<file path="config.mk">
export PLATFORM = sky130hd
export DESIGN_NAME = panxi_ifu_fetch
export DESIGN_NICKNAME = d
export VERILOG_FILES = /design/src/rtl/panxi_ifu_fetch.sv
export SDC_FILE = /design/constraint.sdc
export NUM_CORES = 1
export LEC_CHECK = 0
export ABC_AREA = 1
export CORE_ASPECT_RATIO = 1.4
export CORE_MARGIN = 2
export CORE_UTILIZATION = 51
export DETAILED_ROUTE_END_ITERATION = 12
export MAX_ROUTING_LAYER = met4
export PLACE_DENSITY = 0.77
export SLEW_MARGIN = 20
export SYNTH_ARGS = -nofsm -noshare
export SYNTH_HDL_FRONTEND = slang
export SYNTH_SLANG_ARGS = --single-unit
</file>
<file path="constraint.sdc">
create_clock -name clk -period 4.7 [get_ports clk]
set_clock_uncertainty 0.05 [all_clocks]
set_input_delay 1.41 -clock clk [delete_from_list [all_inputs] [get_ports clk]]
set_output_delay 1.41 -clock clk [all_outputs]
set_load 0.01 [all_outputs]
</file>
<file path="src/rtl/panxi_ifu_fetch.sv">
// -----------------------------------------------------------------------------
// panxi_ifu_fetch
// Instruction-fetch unit for the PANXI RV32 core. Owns the fetch PC, issues
// pipelined requests to the I-cache, buffers returned instructions in a small
// in-order fetch queue and presents them to IF/ID. A redirect (flush) empties
// the queue and marks every in-flight response as stale so it is discarded.
//
// Optional feature macro: PANXI_IF_MISALIGN_CHK_EN
//   When defined, a redirect to a non-word-aligned target halts fetch and
//   queues a single misaligned-target entry (id_err = 2'b10) instead.
//   When undefined, the low two bits of flush_pc are ignored.
// -----------------------------------------------------------------------------
module panxi_ifu_fetch #(
   parameter int                  PANXI_DW = 32,
   parameter int                  QDEPTH   = 4,
   parameter int                  MAX_OUT  = 2,
   parameter logic [PANXI_DW-1:0] RESET_PC = '0
) (
   input  logic                clk,
   input  logic                rst_n,
   output logic                ic_req_vld,
   output logic [PANXI_DW-1:0] ic_req_addr,
   input  logic                ic_req_rdy,
   input  logic                ic_rsp_vld,
   input  logic [PANXI_DW-1:0] ic_rsp_data,
   input  logic                ic_rsp_err,
   output logic                id_vld,
   output logic [PANXI_DW-1:0] id_pc,
   output logic [PANXI_DW-1:0] id_inst,
   output logic [1:0]          id_err,
   input  logic                id_rdy,
   input  logic                flush,
   input  logic [PANXI_DW-1:0] flush_pc,
   output logic                fq_empty,
   output logic                fq_full
);

   localparam int PW = (QDEPTH > 1) ? $clog2(QDEPTH) : 1;
   localparam int CW = $clog2(QDEPTH + 1);
   localparam int OW = $clog2(MAX_OUT + 1);

   localparam logic [1:0]          ERR_NONE  = 2'b00;
   localparam logic [1:0]          ERR_FAULT = 2'b01;
   localparam logic [PANXI_DW-1:0] PC_STEP   = PANXI_DW'(4);
`ifdef PANXI_IF_MISALIGN_CHK_EN
   localparam logic [1:0]          ERR_MISALIGN = 2'b10;
`else
   localparam logic [PANXI_DW-1:0] ALIGN_MASK   = ~PANXI_DW'(3);
`endif

   // Architectural state
   logic [PANXI_DW-1:0] pc;        // next fetch address
   logic [PANXI_DW-1:0] rsp_pc;    // PC belonging to the next kept response
   logic                run;       // low for the first cycle out of reset
   logic [CW-1:0]       cnt;       // queue occupancy
   logic [OW-1:0]       out;       // outstanding I-cache requests
   logic [OW-1:0]       drop;      // stale responses still to discard
   logic [PW-1:0]       wr_ptr;
   logic [PW-1:0]       rd_ptr;
`ifdef PANXI_IF_MISALIGN_CHK_EN
   logic                halt;      // fetch stopped after a misaligned redirect
   logic                mis_pend;  // misaligned entry to push this cycle
`endif

   // Fetch-queue storage
   logic [PANXI_DW-1:0] q_pc   [QDEPTH];
   logic [PANXI_DW-1:0] q_inst [QDEPTH];
   logic [1:0]          q_err  [QDEPTH];

   // Per-cycle handshakes and derived values
   logic                req_fire;
   logic                rsp_fire;
   logic                keep;
   logic                push;
   logic                pop;
   logic [OW-1:0]       out_next;
   logic [CW:0]         live;
   logic [PANXI_DW-1:0] tgt_pc;
   logic [PANXI_DW-1:0] push_pc;
   logic [PANXI_DW-1:0] push_inst;
   logic [1:0]          push_err;

   // Slots already claimed: queued entries plus live (non-stale) requests.
   // out never falls below drop, so the subtraction cannot wrap.
   assign live = (CW+1)'(cnt) + (CW+1)'(out) - (CW+1)'(drop);

   // Request valid uses registered state only, so it holds steady until accepted.
   assign ic_req_vld = run
`ifdef PANXI_IF_MISALIGN_CHK_EN
                       && !halt
`endif
                       && (out < OW'(MAX_OUT))
                       && (live < (CW+1)'(QDEPTH));
   assign ic_req_addr = pc;

   assign req_fire = ic_req_vld && ic_req_rdy;
   assign rsp_fire = ic_rsp_vld;
   assign keep     = rsp_fire && (drop == '0) && !flush;
   assign pop      = id_vld && id_rdy && !flush;
   assign out_next = out + OW'(req_fire) - OW'(rsp_fire);

`ifdef PANXI_IF_MISALIGN_CHK_EN
   assign tgt_pc = flush_pc;
`else
   assign tgt_pc = flush_pc & ALIGN_MASK;
`endif

   assign id_vld   = (cnt != '0);
   assign fq_empty = (cnt == '0);
   assign fq_full  = (cnt == CW'(QDEPTH));

   // Head outputs read as zero whenever the queue is empty.
   assign id_pc   = id_vld ? q_pc[rd_ptr]   : '0;
   assign id_inst = id_vld ? q_inst[rd_ptr] : '0;
   assign id_err  = id_vld ? q_err[rd_ptr]  : ERR_NONE;

   // Select what is written into the queue this cycle.
   always_comb begin
      // NOTE: every output gets a default first so no path can infer a latch.
      push      = keep;
      push_pc   = rsp_pc;
      push_inst = ic_rsp_data;
      push_err  = ic_rsp_err ? ERR_FAULT : ERR_NONE;
`ifdef PANXI_IF_MISALIGN_CHK_EN
      if (mis_pend && !flush) begin
         push      = 1'b1;
         push_pc   = pc;
         push_inst = '0;
         push_err  = ERR_MISALIGN;
      end
`endif
   end

   // Queue storage write; valid-ness is tracked by cnt and the pointers.
   always_ff @(posedge clk) begin
      // NOTE: storage has no reset; the head outputs are masked while empty.
      if (push) begin
         q_pc[wr_ptr]   <= push_pc;
         q_inst[wr_ptr] <= push_inst;
         q_err[wr_ptr]  <= push_err;
      end
   end

   // PC, occupancy, outstanding/stale counters; flush overrides everything.
   always_ff @(posedge clk) begin
      // NOTE: sequential state uses non-blocking assignments only.
      if (!rst_n) begin
         pc       <= RESET_PC;
         rsp_pc   <= RESET_PC;
         run      <= 1'b0;
         cnt      <= '0;
         out      <= '0;
         drop     <= '0;
         wr_ptr   <= '0;
         rd_ptr   <= '0;
`ifdef PANXI_IF_MISALIGN_CHK_EN
         halt     <= 1'b0;
         mis_pend <= 1'b0;
`endif
      end else begin
         run <= 1'b1;
         out <= out_next;
         if (flush) begin
            pc     <= tgt_pc;
            rsp_pc <= tgt_pc;
            cnt    <= '0;
            wr_ptr <= '0;
            rd_ptr <= '0;
            drop   <= out_next;   // everything still in flight is now stale
`ifdef PANXI_IF_MISALIGN_CHK_EN
            halt     <= (flush_pc[1:0] != 2'b00);
            mis_pend <= (flush_pc[1:0] != 2'b00);
`endif
         end else begin
            if (req_fire) pc <= pc + PC_STEP;
            if (keep) rsp_pc <= rsp_pc + PC_STEP;
            if (rsp_fire && (drop != '0)) drop <= drop - OW'(1);
            if (push) wr_ptr <= wr_ptr + PW'(1);
            if (pop) rd_ptr <= rd_ptr + PW'(1);
            if (push && !pop) cnt <= cnt + CW'(1);
            else if (pop && !push) cnt <= cnt - CW'(1);
`ifdef PANXI_IF_MISALIGN_CHK_EN
            mis_pend <= 1'b0;
`endif
         end
      end
   end

endmodule

</file>
# Word-level counts from Yosys, hierarchy flattened

Memory sizes are Yosys's and may differ from the RTL's. A register that Yosys moved wholly into a read port is not among the register bits.
Cells that the tools add are included.

Add/subtract/negate cells: 11
Order comparisons: 2
Eq/ne operators: 1
Muxes and demuxes: 21
Bitwise operators: 1
Reduce and logical (&&, ||, !) cells: 22

Operators with widths:

| kind                                                       | number |
|---|---|
| 2-to-1 mux 32 bit                                          | 6 |
| adder 32 x 3 -> 32 bit, second input constant              | 2 |
| 2-to-1 mux 2 bit                                           | 9 |
| logical AND 1 bit                                          | 10 |
| nonzero test 2 bit                                         | 5 |
| 2-to-1 mux 3 bit                                           | 2 |
| adder 2 x 1 -> 2 bit, second input constant                | 2 |
| adder 3 x 2 -> 4 bit                                       | 1 |
| less-than comparator 4 x 3 -> 1 bit, second input constant | 1 |
| 2-to-1 mux 1 bit                                           | 4 |
| subtractor 4 x 2 -> 4 bit                                  | 1 |
| adder 3 x 1 -> 3 bit, second input constant                | 1 |
| equality test 3 bit, second input constant                 | 1 |
| logical NOT 1 bit                                          | 3 |
| logical NOT 3 bit                                          | 1 |
| nonzero test 3 bit                                         | 1 |
| subtractor 3 x 1 -> 3 bit, second input constant           | 1 |
| adder 2 x 1 -> 2 bit                                       | 1 |
| logical NOT 2 bit                                          | 1 |
| less-than comparator 2 bit, second input constant          | 1 |
| OR reduction 2 bit                                         | 1 |
| subtractor 2 x 1 -> 2 bit                                  | 1 |
| subtractor 2 x 1 -> 2 bit, second input constant           | 1 |
| inverter 1 bit                                             | 1 |

Flip-flop bits (word level): 76
Bits in writable memories: 260
Output and inout port bits: 102
Word-level logic and storage cells: 71
Memories: 3

Memory list:

| memory | depth | width | read ports | clocked after Yosys merged registers in | write ports | RTL line | RTL |
|---|---|---|---|---|---|---|---|
| q_inst | 4     | 32    | 1          | 1                                       | 1           | 67       | `logic [PANXI_DW-1:0] q_inst [QDEPTH];` |
| q_pc   | 4     | 32    | 1          | 1                                       | 1           | 66       | `logic [PANXI_DW-1:0] q_pc [QDEPTH];` |
| q_err  | 4     | 1     | 1          | 1                                       | 1           | 68       | `logic [1:0] q_err [QDEPTH];` |

# Logic depth before layout (Yosys ltp)

Depth after elaboration: 8
Depth in mapped cells: 19
Depth with buffers taken out: 18

# Least setup slack after synthesis

Ideal clock, no wire load.

Path type: input to register
From: in flush
To: mem q_err[0] in the netlist's numbering (enable)
Setup time: 0.484 ns
Arrival time: 4.581 ns
Data required time: 4.166 ns
Setup slack: -0.415 ns
Stages: 4
Buffers on the path: 1
Path through: buf_2 nor2_2 inv_1 nor2_1

Word-level cells in the longest chain between the ends: 4

Ends and longest elaborated chain:

| item                                   | RTL line | RTL |
|---|---|---|
| from (decl)                            | 32       | `input logic flush,` |
| logical NOT 1 bit                      | 98       | `assign keep = rsp_fire && (drop == '0) && !flush;` |
| logical AND 1 bit                      | 98       |  |
| 2-to-1 mux 1 bit                       | 137      | `if (push) begin` |
| 2-to-1 mux 1 bit (not written as such) | 140      | `q_err[wr_ptr] <= push_err;` |
| to (decl)                              | 68       |  |

Every way passes these cells.

# Final worst setup path

From: reg cnt[1]
To: out ic_req_vld

Word-level cells in the longest chain between the ends: 4

Ends and longest elaborated chain:

| item                                | RTL line | RTL |
|---|---|---|
| from (decl)                         | 55       | `logic [CW-1:0] cnt;` |
| from (signal assigned)              | 180      | `if (push && !pop) cnt <= cnt + CW'(1);` |
| from (signal assigned)              | 181      | `else if (pop && !push) cnt <= cnt - CW'(1);` |
| adder 3 x 2 -> 4 bit                | 85       | `assign live = (CW+1)'(cnt) + (CW+1)'(out) - (CW+1)'(drop);` |
| subtractor 4 x 2 -> 4 bit           | 85       |  |
| less-than comparator 4 x 3 -> 1 bit | 93       | `&& (live < (CW+1)'(QDEPTH));` |
| logical AND 1 bit                   | 88       | `assign ic_req_vld = run` |
| to (decl)                           | 21       | `output logic ic_req_vld,` |

Every way passes these cells.

==> impl_summary.md <==
Floorplan
The x dimension of the die is ~150 µm. For this configuration, the core starts out at a cell density of between 50% and 60%. The total I/O pin count is between 150 and 200. The chip height is between 200 and 250 µm.

The core region is roughly 0.028 mm². The number of rows created at floorplan is 73. The die footprint is between 0.03 and 0.04 mm².

Layout
The final antenna diode count is 0. Of the cells placed in the final design, the portion with a size suffix greater than 1 is 7.10%. Measured on the finished design, the core utilization comes to between 60% and 70%.

The final instance count without filler cells is 2108. The layout overhead on the synthesized area is 20.8%. The post-layout net count is ~1800.

Timing
Setup violations remaining at the end of the flow were counted as 0. The shortest clock period the worst path allows after layout is 4.41 ns. The max-slew violation total from the final report came to 0.

The tightest slew margin relative to the limit is 41.3%. Setup repair after global routing left no endpoint under its margin. The final count of hold timing violations is 0.

The slew at the pin closest to its max-slew limit is 0.879 ns. Based on the critical path, the design can be clocked at up to 227 MHz. The worst path uses 93.9% of the clock period.

Worst setup path
The critical path launch point type is a flip-flop. The critical path in this run is classified as flip-flop to output port. The sort of element at the end of the critical path is an output port.

Among cell families on the critical path, the largest total delay comes from adder cells. The critical-path cell with the highest stage delay is clkdlybuf4s50_1. The critical path required time is 3.24 ns. The top fanout value on the critical path is 4. The signal on the critical path passes through inv_1, fa_1, inv_1, ha_1, nand2_1, inv_1, nand2_1, nand2_1, nand2_1, nand2_2, nor3_1, clkdlybuf4s50_1. The data arrival time of the critical path is 2.95 ns.

The number of buffer and inverter stages on the critical path is 4. The cell type with the highest occurrence count on the critical path is nand2_1. In this design, the stage delay of the slowest critical-path cell is approximately 0.56 ns.

Synth
Summing the areas of all and, or, nand and nor instances in the mapped netlist gives about a fifth of the synthesized area. The distinct cell type count of the synthesized netlist is between 40 and 50. The synthesized netlist devotes less than 1% of its cell area to XOR and XNOR gates. The adder-cell area share of the yosys netlist is under 10%.

Summing every instance area after synthesis gives 0.0148 mm². For this run, the leading register cell type out of synthesis is edfxtp_1. The share of synthesized registers carrying an async set or reset is 0%. In this run, synthesis produced a sequential element count of approximately 330. The warning count from the yosys run is 0. After synthesis, the share of cell area in mux cells is 0%.

The mean instance size in the synthesized netlist is 9.44 µm². After synthesis, the cell types taking the most area are edfxtp_1 51%, dfxtp_1 10%, nor2_1 8.5%. The synthesized design devotes to its leading area cell type 51.2% of total area. Counting flops with a built-in enable in the synthesized netlist gives about 250. By instance count, the leading cell after synthesis is nor2_1. The synthesized netlist devotes a little over a tenth of its cell area to compound gates. The cell taking the most area after synthesis is edfxtp_1. The commonest cells after synthesis are 335 x nor2_1, 252 x edfxtp_1, 248 x nand2_1, 167 x o21ai_0, 116 x a21oi_1. The combinational family with the most area after synthesis is simple AND/OR/NAND/NOR gates.

Synthesis produced a netlist whose cell count is about 1600. Sequential elements use approximately 61% of the synthesized area.

Power
Across the VDD grid, the largest voltage drop is ~0.21 mV. The net switching power of the design is ~1.6 mW. The internal power of the cells totals 5.00 mW. Of the total power, the share spent switching nets is 24.5%. For this design the static power due to leakage is ~6.3 nW. The portion of total power attributed to combinational logic is 12.8%. For this design the ratio of total power to cell area is 372 mW/mm². The portion of total power attributed to the clock network is a little under two fifths. The share of total power dissipated in sequential elements is about 50%.

Routing
The total wire length after detailed routing is ~35000 µm. The detailed router's first-iteration violation count is around 700. The routed wirelength normalized by instance count is 16.7 µm. The total DRC errors in the routed layout is 0. The first detailed-routing pass took 5 iterations. The number of nets with antenna violations after detailed routing is 0. The mean number of vias per cell is approximately 5.4.

The final route contains ~11000 vias.

Min path
The worst hold-check path type is flip-flop to flip-flop.

Clock network
The later-pin clock latency in the skew report is 0.57 ns. CTS built an H-tree with a depth of 1. The clock drives 326 sinks. The TritonCTS clock tree is yes. The maximum count of clock buffers along a single path is 3.

The clock tree root driver cell is clkbuf_16. Clock tree synthesis inserted a total of 30 buffers. After clock tree synthesis, the clock-pin slew on the worst setup and hold paths is around 0.06 ns. Hold repair after CTS inserted 0 buffers.

GRT
The remaining global-route overflow is 0. The largest net degree at the start of global routing is 66. The first-pass GRT wire length is about 56000 µm. The total routing usage reported by global routing is a little under a quarter. The number of global-route vias before repair is approximately 11000. The initial antenna violation count is 0.

Place
In this run the tool buffered the top-level ports with between 150 and 200 buffer cells. Once placement completed, the tool counted placed cells totaling around 2100. Detailed placement finished with a half-perimeter wire length of between 20000 and 25000 µm. Routability-driven placement finished with a final weighted congestion of 0.913.

Flow run
Max-cap violations in this run came to 0.

Run status
The flow ran to the end, and the final reports show no timing, DRC or antenna violations.
[power groups by stage]
stage	Sequential (mW)	Clock, mW	Combinational, mW
after floorplan	3.35	0	0.504
after global routing	3.32	2.61	0.951
final	3.31	2.47	0.850
after global placement	3.36	0	0.831
after CTS	3.31	2.51	0.856
after detailed placement	3.37	0	0.851
[flip-flops by register name (all words and copies together), names as in the netlist, named ones only]
name,count
cnt,3
drop,2
ic_req_addr,30
out,2
push_pc,30
q_err,4
q_inst,128
q_pc,120
rd_ptr,2
run,1
wr_ptr,2
[routing by layer]
layer	GRT usage (%)	wire [µm]
met3	2.35	2050
met2	42.7	18100
met4	9.15	1410
met5	-	0
met1	27.9	13700
[worst min-delay path: stages (launching register included)]
cell     delay, ns
dfxtp_1       0.31
inv_1         0.06
a21oi_1       0.07
[cells by family after synthesis]
family          after synthesis
simple gates                724
flops                       326
other cells                   1
buf+inv                     176
compound gates              306
fa+ha+maj                    15
xor+xnor                     16
[metrics by stage]
step | setup TNS [ns] | total power [mW] | hold WS (ns) | worst slack, ns | area, µm²
floorplan | -104.69 | 3.86 | 0.386 | -0.415 | 14800
global placement | 0 | 4.19 | 0.389 | 0.799 | 16800
detailed placement | 0 | 4.22 | 0.425 | 0.766 | 16800
CTS | 0 | 6.67 | 0.437 | 0.161 | 17800
global route | 0 | 6.88 | 0.463 | 0.0204 | 17800
finish | 0 | 6.63 | 0.436 | 0.288 | 17800
[worst paths after layout]
path	startpoint	to	slack, ns	depth (start not counted)
min reg2reg	rd_ptr[1]	flip-flop	0.44	2
max	cnt[1]	ic_req_vld	0.29	12
min	rd_ptr[1]	flip-flop	0.44	2
max reg2reg	cnt[1]	drop[1]	1.30	18
[repair_timing]
item	CTS	global route
gates resized for setup	0	1
setup endpoints to repair	0	1
setup buffers	0	0
[cell type report]
class	instances	area [µm²]
clock buffer	40	881
clock inverter	16	153
fill	2291	10600
inverter	97	364
multi-input combinational	1066	5030
sequential	326	9050
tap	375	469
timing repair buffer	188	1900
[placed cells by master (no fill, tap or decap), types with 2 or more instances in the layout]
master / instances
a21oi_2: 4
dfxtp_2: 2
a21oi_1: 116
nor2_4: 12
nand4_1: 6
clkinv_2: 5
nor3_2: 2
dfxtp_1: 71
nand2_1: 248
xor2_1: 12
ha_1: 13
fa_1: 2
xnor2_1: 4
nor2_1: 331
nand2_2: 2
nor3_1: 10
nand3_1: 83
nor2_2: 8
edfxtp_1: 252
o22ai_1: 2
a31oi_1: 12
nand3b_1: 4
clkbuf_16: 32
inv_2: 5
or2_2: 4
and2_1: 3
bufinv_16: 2
clkinv_1: 2
clkbuf_8: 5
inv_1: 92
buf_12: 6
conb_1: 5
clkdlybuf4s50_1: 165
o21ai_1: 3
clkinvlp_4: 4
clkbuf_1: 3
buf_4: 17
nand3_2: 3
o21ai_0: 167
No activity file was read; power rests on OpenSTA's default activity.
